==> src/rtl/fifo_uart_tx.sv <==
// Purpose: drains a byte FIFO one word at a time and serialises each word as a UART frame
//          (start bit, LSB-first data, optional parity, one stop bit).
// Latency: tx falls 2 cycles after the fifo_rd strobe rises. Each frame lasts
//          (2 + DATA_WIDTH + PARITY_EN) * CLKS_PER_BIT cycles.
// Backpressure: a new frame starts only in IDLE with en=1 and fifo_empty=0, so the FIFO is never underflowed.
//
// Ports:
//   clk        - system clock, rising edge
//   rst        - asynchronous active-high reset
//   en         - permits starting a new frame (sampled only in IDLE)
//   fifo_empty - FIFO empty flag
//   fifo_data  - FIFO registered read data, valid the cycle after fifo_rd
//   fifo_rd    - one-cycle read strobe per frame
//   tx         - serial line, idles high
//   busy       - high in every state except IDLE
//   byte_done  - one-cycle pulse after each completed frame
module fifo_uart_tx #(
  parameter int DATA_WIDTH   = 8,
  parameter int CLKS_PER_BIT = 16,
  parameter int PARITY_EN    = 0,
  parameter int PARITY_ODD   = 0
) (
  input  logic                  clk,
  input  logic                  rst,
  input  logic                  en,
  input  logic                  fifo_empty,
  input  logic [DATA_WIDTH-1:0] fifo_data,
  output logic                  fifo_rd,
  output logic                  tx,
  output logic                  busy,
  output logic                  byte_done
);

  localparam int BAUD_W = (CLKS_PER_BIT > 1) ? $clog2(CLKS_PER_BIT) : 1;
  localparam int BIT_W  = (DATA_WIDTH > 1) ? $clog2(DATA_WIDTH) : 1;
  localparam logic [BAUD_W-1:0] BAUD_LAST = BAUD_W'(CLKS_PER_BIT - 1);
  localparam logic [BIT_W-1:0]  BIT_LAST  = BIT_W'(DATA_WIDTH - 1);

  typedef enum logic [2:0] {
    IDLE,
    FETCH,
    LOAD,
    START,
    DATA,
    PARITY,
    STOP
  } state_t;

  state_t                 state;
  logic [BAUD_W-1:0]      baud_cnt;
  logic [BIT_W-1:0]       bit_cnt;
  logic [DATA_WIDTH-1:0]  shift;
  logic [DATA_WIDTH-1:0]  shift_nxt;
  logic                   parity_bit;
  logic                   baud_last;

  assign baud_last = (baud_cnt == BAUD_LAST);
  // Next data bit is taken from the already-shifted word so DATA_WIDTH=1 stays in range.
  assign shift_nxt = shift >> 1;

  always_ff @(posedge clk or posedge rst) begin
    if (rst) begin
      state      <= IDLE;
      baud_cnt   <= '0;
      bit_cnt    <= '0;
      shift      <= '0;
      parity_bit <= 1'b0;
      fifo_rd    <= 1'b0;
      tx         <= 1'b1;
      busy       <= 1'b0;
      byte_done  <= 1'b0;
    end else begin
      byte_done <= 1'b0;
      case (state)
        IDLE: begin
          tx <= 1'b1;
          if (en && !fifo_empty) begin
            fifo_rd <= 1'b1;
            busy    <= 1'b1;
            state   <= FETCH;
          end
        end
        FETCH: begin
          // FIFO presents the word on the edge that closes this cycle.
          fifo_rd <= 1'b0;
          state   <= LOAD;
        end
        LOAD: begin
          // Parity is computed from the captured word, so later FIFO activity cannot disturb it.
          shift      <= fifo_data;
          parity_bit <= (^fifo_data) ^ (PARITY_ODD != 0);
          tx         <= 1'b0;
          baud_cnt   <= '0;
          state      <= START;
        end
        START: begin
          if (baud_last) begin
            baud_cnt <= '0;
            bit_cnt  <= '0;
            tx       <= shift[0];
            state    <= DATA;
          end else begin
            baud_cnt <= baud_cnt + 1'b1;
          end
        end
        DATA: begin
          if (baud_last) begin
            baud_cnt <= '0;
            if (bit_cnt == BIT_LAST) begin
              bit_cnt <= '0;
              if (PARITY_EN != 0) begin
                tx    <= parity_bit;
                state <= PARITY;
              end else begin
                tx    <= 1'b1;
                state <= STOP;
              end
            end else begin
              shift   <= shift_nxt;
              tx      <= shift_nxt[0];
              bit_cnt <= bit_cnt + 1'b1;
            end
          end else begin
            baud_cnt <= baud_cnt + 1'b1;
          end
        end
        PARITY: begin
          if (baud_last) begin
            baud_cnt <= '0;
            tx       <= 1'b1;
            state    <= STOP;
          end else begin
            baud_cnt <= baud_cnt + 1'b1;
          end
        end
        STOP: begin
          if (baud_last) begin
            baud_cnt  <= '0;
            busy      <= 1'b0;
            byte_done <= 1'b1;
            state     <= IDLE;
          end else begin
            baud_cnt <= baud_cnt + 1'b1;
          end
        end
        default: begin
          state <= IDLE;
        end
      endcase
    end
  end

endmodule

==> config.mk <==
export PLATFORM = sky130hd
export DESIGN_NAME = fifo_uart_tx
export DESIGN_NICKNAME = d
export VERILOG_FILES = /design/src/rtl/fifo_uart_tx.sv
export SDC_FILE = /design/constraint.sdc
export NUM_CORES = 1
export LEC_CHECK = 0
export ABC_AREA = 1
export CORE_UTILIZATION = 35
export DETAILED_ROUTE_END_ITERATION = 6
export HOLD_SLACK_MARGIN = 0.05
export SYNTH_ARGS = -nofsm -noshare
export SYNTH_HDL_FRONTEND = slang
export SYNTH_SLANG_ARGS = --single-unit
==> constraint.sdc <==
create_clock -name clk -period 1.3 [get_ports clk]
set_clock_uncertainty 0.1 [all_clocks]
set_input_delay 0.26 -clock clk [delete_from_list [all_inputs] [get_ports clk]]
set_output_delay 0.26 -clock clk [all_outputs]
set_load 0.005 [all_outputs]
==> flow_summary.ini <==
[drt]
routed_wirelength_um = 3168
number_of_antenna_violating_nets_in_the_routed_design = 0
drc = 0
detail_route.vias_per_cell = 4.637
routed-via-count = 1215
drt_iter0_drc = 64
routed_wire_length_per_instance_um = 12.09
firstDrtPassIters = 4

[power]
power-per-cell-area_mw_per_mm2 = 1754
p_int_mw = 2.030
static-leakage-power_nw = 0.9787
power.ir.vdd_worst_v = 0.0007605
total_power_after_layout_mw = 3.430
netSwitchingFraction = 0.4083
power.share.sequential = 0.336
power.combinational.fraction = 0.552
total_switching_power_mw = 1.400
clkPwrFrac = 0.112

[sta]
maxClockFrequency_mhz = 677.1
fin_ws_ns = -0.1770
fin_crit_sh = 1.136
setup_repair_after_global_routing_missed_its_margin = true
relSlewSlack = 0.8235
worst_hold_slack_ns = 0.1515
finalSetupViolCount = 20
hold_viol = 0
worst_max_slew_pin_slew_ns = 0.2638
finalCriticalPeriod_ns = 1.477
finalMaxSlewViolations = 0

[global_route]
grt_usage = 0.1844
initial_antenna_violation_count = 0
grt_pass1_vias = 1181
global_route.overflow_total = 0
pin_count_of_the_biggest_net_entering_global_routing = 23
grt_first_pass_wirelength_um = 5071

[floorplan]
pin_count = 16
row_count = 21
initial_utilization = 0.3684
design.die.area_sq_mm = 0.003811
floorplan.die.width_um = 61.73
die_height_um = 61.73
std_cell_core_area_sq_mm = 0.003390

[clocking]
htreeDepth = 1
clock_insertion_delay_worst_skew_ns = 0.31
clock_path_buffers = 2
cts_buffers = 3
tritoncts = built
clk_root_buffer_cell = clkbuf_4
clock_sink_count = 22
path_clk_slew_ns = 0.13
cts_hold_buf = 0

[worst_setup_path]
critical_path.n_buffers_inverters = 1
r2r_setup_slack_ns = -0.18
end_of_the_worst_register_to_register_path = shift[2]
r2r_cells = 8
required_ns = 1.41
cp-start-kind = flip-flop
reg2reg_from = bit_cnt[1]
setup.worst_path.end_class = flip-flop
largest_fanout_on_the_critical_path = 8
crit_path_top_delay_cell = dfrtp_1
cp_top_family = simple AND/OR/NAND/NOR gates
max_stage_delay_ns = 0.41
worst-setup-path-type = reg -> reg
timing.critical_path.arrival_ns = 1.59
crit_path_cell_trace = ha_2, ha_4, inv_4, nand3_4, nand2_4, nand2_8, nand2_1, nand2_2

[final_layout]
mostFrequentLayoutCell = nand2_1
syn_to_final_growth_pct = 56.61
final_cell_area_sq_mm = 0.001956
layout-drive-gt1-share = 0.4676
insertedDiodeCount = 0
final.fill_count = 292
finish.net_count = 232
layout.cells.most_common_list = 55 x nand2_1, 32 x buf_4, 18 x dfrtp_1

[synthesis]
synth_seq_cells = 22
post_synth.cell_area_avg_sq_um = 7.756
netlist_area_before_placement_sq_mm = 0.001249
post_synthesis_adder_cell_area_fraction = 0.03006
yosys.cell_types.count = 22
synth-seq-area-share = 0.4419
synth_nets = 176
synth_compound_area_frac = 0.05010
post_synth_and_or_nand_nor_area_fraction = 0.4118
synth_mux_area_frac = 0
synth_cells = 161
synth-warning-count = 0
dominant_combinational_cell_family_by_area_after_synthesis = simple AND/OR/NAND/NOR gates
yosys.area_share.xor_xnor = 0

[hold_path]
worst_hold_path_type = in -> async

[placed_design]
detailed_place_hpwl_um = 2143
count_of_input_and_output_buffers = 15
dpl_cell_area_sq_mm = 0.001714
gp_congestion = 0.7769

[job]
max_cap_violations = 0

[status]
status = finished with violations
failing_checks = setup timing
power groups by stage:
stage               combinational, mW  clock [mW]  sequential [mW]
floorplan                       0.950           0             1.11
global placement                 1.47           0             1.14
detailed placement               1.51           0             1.15
CTS                              1.70       0.403             1.15
global route                     2.09       0.428             1.17
finish                           1.89       0.386             1.15
final cells by class:
cell class / instances / area, sq um / area share
Sequential cell: 22 / 555.5 / 0.2841
Timing Repair Buffer: 53 / 446.7 / 0.2284
Inverter: 15 / 76.32 / 0.03903
Clock buffer: 4 / 36.28 / 0.01855
Tap cell: 46 / 57.56 / 0.02943
Multi-Input combinational cell: 122 / 783.3 / 0.4005
layer usage:
metal  global-route usage  wire length (um)
met5                    0                 0
met4              0.06349                44
met3              0.02070                66
met2               0.3272              1594
met1               0.2330              1463
worst max-delay path by stage:
stage                     startpoint       end  slack, ns  cells past startpoint
after floorplan           bit_cnt[0]  state[2]      -0.07                      9
after global placement            en  state[2]      -0.18                      8
after detailed placement          en  state[1]      -0.20                      8
after CTS                 bit_cnt[0]  shift[2]      -0.15                      9
after global routing        state[1]  shift[4]      -0.26                      6
final                     bit_cnt[1]  shift[2]      -0.18                      8
cell usage after synthesis (all sizes together):
cell type | instances | area, sq um
buf | 2 | 18.77
or2 | 1 | 6.260
nand2 | 77 | 340.3
dfrtp | 21 | 525.5
inv | 15 | 63.82
o21ai | 11 | 62.56
nor2 | 10 | 50.05
ha | 3 | 37.54
dfstp | 1 | 26.28
nand4 | 2 | 12.51
nand3 | 18 | 105.1
worst reg2reg max path, cell delays in order, from the launching register on:
cell	delay, ns
dfrtp_1	0.41
ha_2	0.20
ha_4	0.17
inv_4	0.06
nand3_4	0.08
nand2_4	0.11
nand2_8	0.09
nand2_1	0.09
nand2_2	0.06
flip-flops by register name (all words and copies together) (netlist names):
| name | cells |
|---|---|
| shift | 8 |
| state | 3 |
| tx | 1 |
| busy | 1 |
| fifo_rd | 1 |
| baud_cnt | 4 |
| bit_cnt | 3 |
| byte_done | 1 |
metrics by stage:
step | utilization | std cells | worst slack (ns) | setup TNS (ns)
floorplan | - | 161 | -0.07255 | -0.7260
finish | 0.5770 | 262 | -0.1770 | -2.046
global route | 0.5770 | 262 | -0.2618 | -3.588
detailed placement | 0.5057 | 247 | -0.1967 | -2.468
global placement | 0.5057 | 247 | -0.1800 | -1.945
CTS | 0.5485 | 257 | -0.1540 | -1.612
logic make-up after synthesis:
family | Yosys count
simple gates | 108
fa+ha+maj | 3
buf+inv | 17
compound gates | 11
flops | 22
timing repair:
item,CTS,global route
setup buffers,6,8
setup endpoints to repair,23,25
gates resized for setup,32,24
pin swaps,9,11
Power figures use the tool's default switching activity.
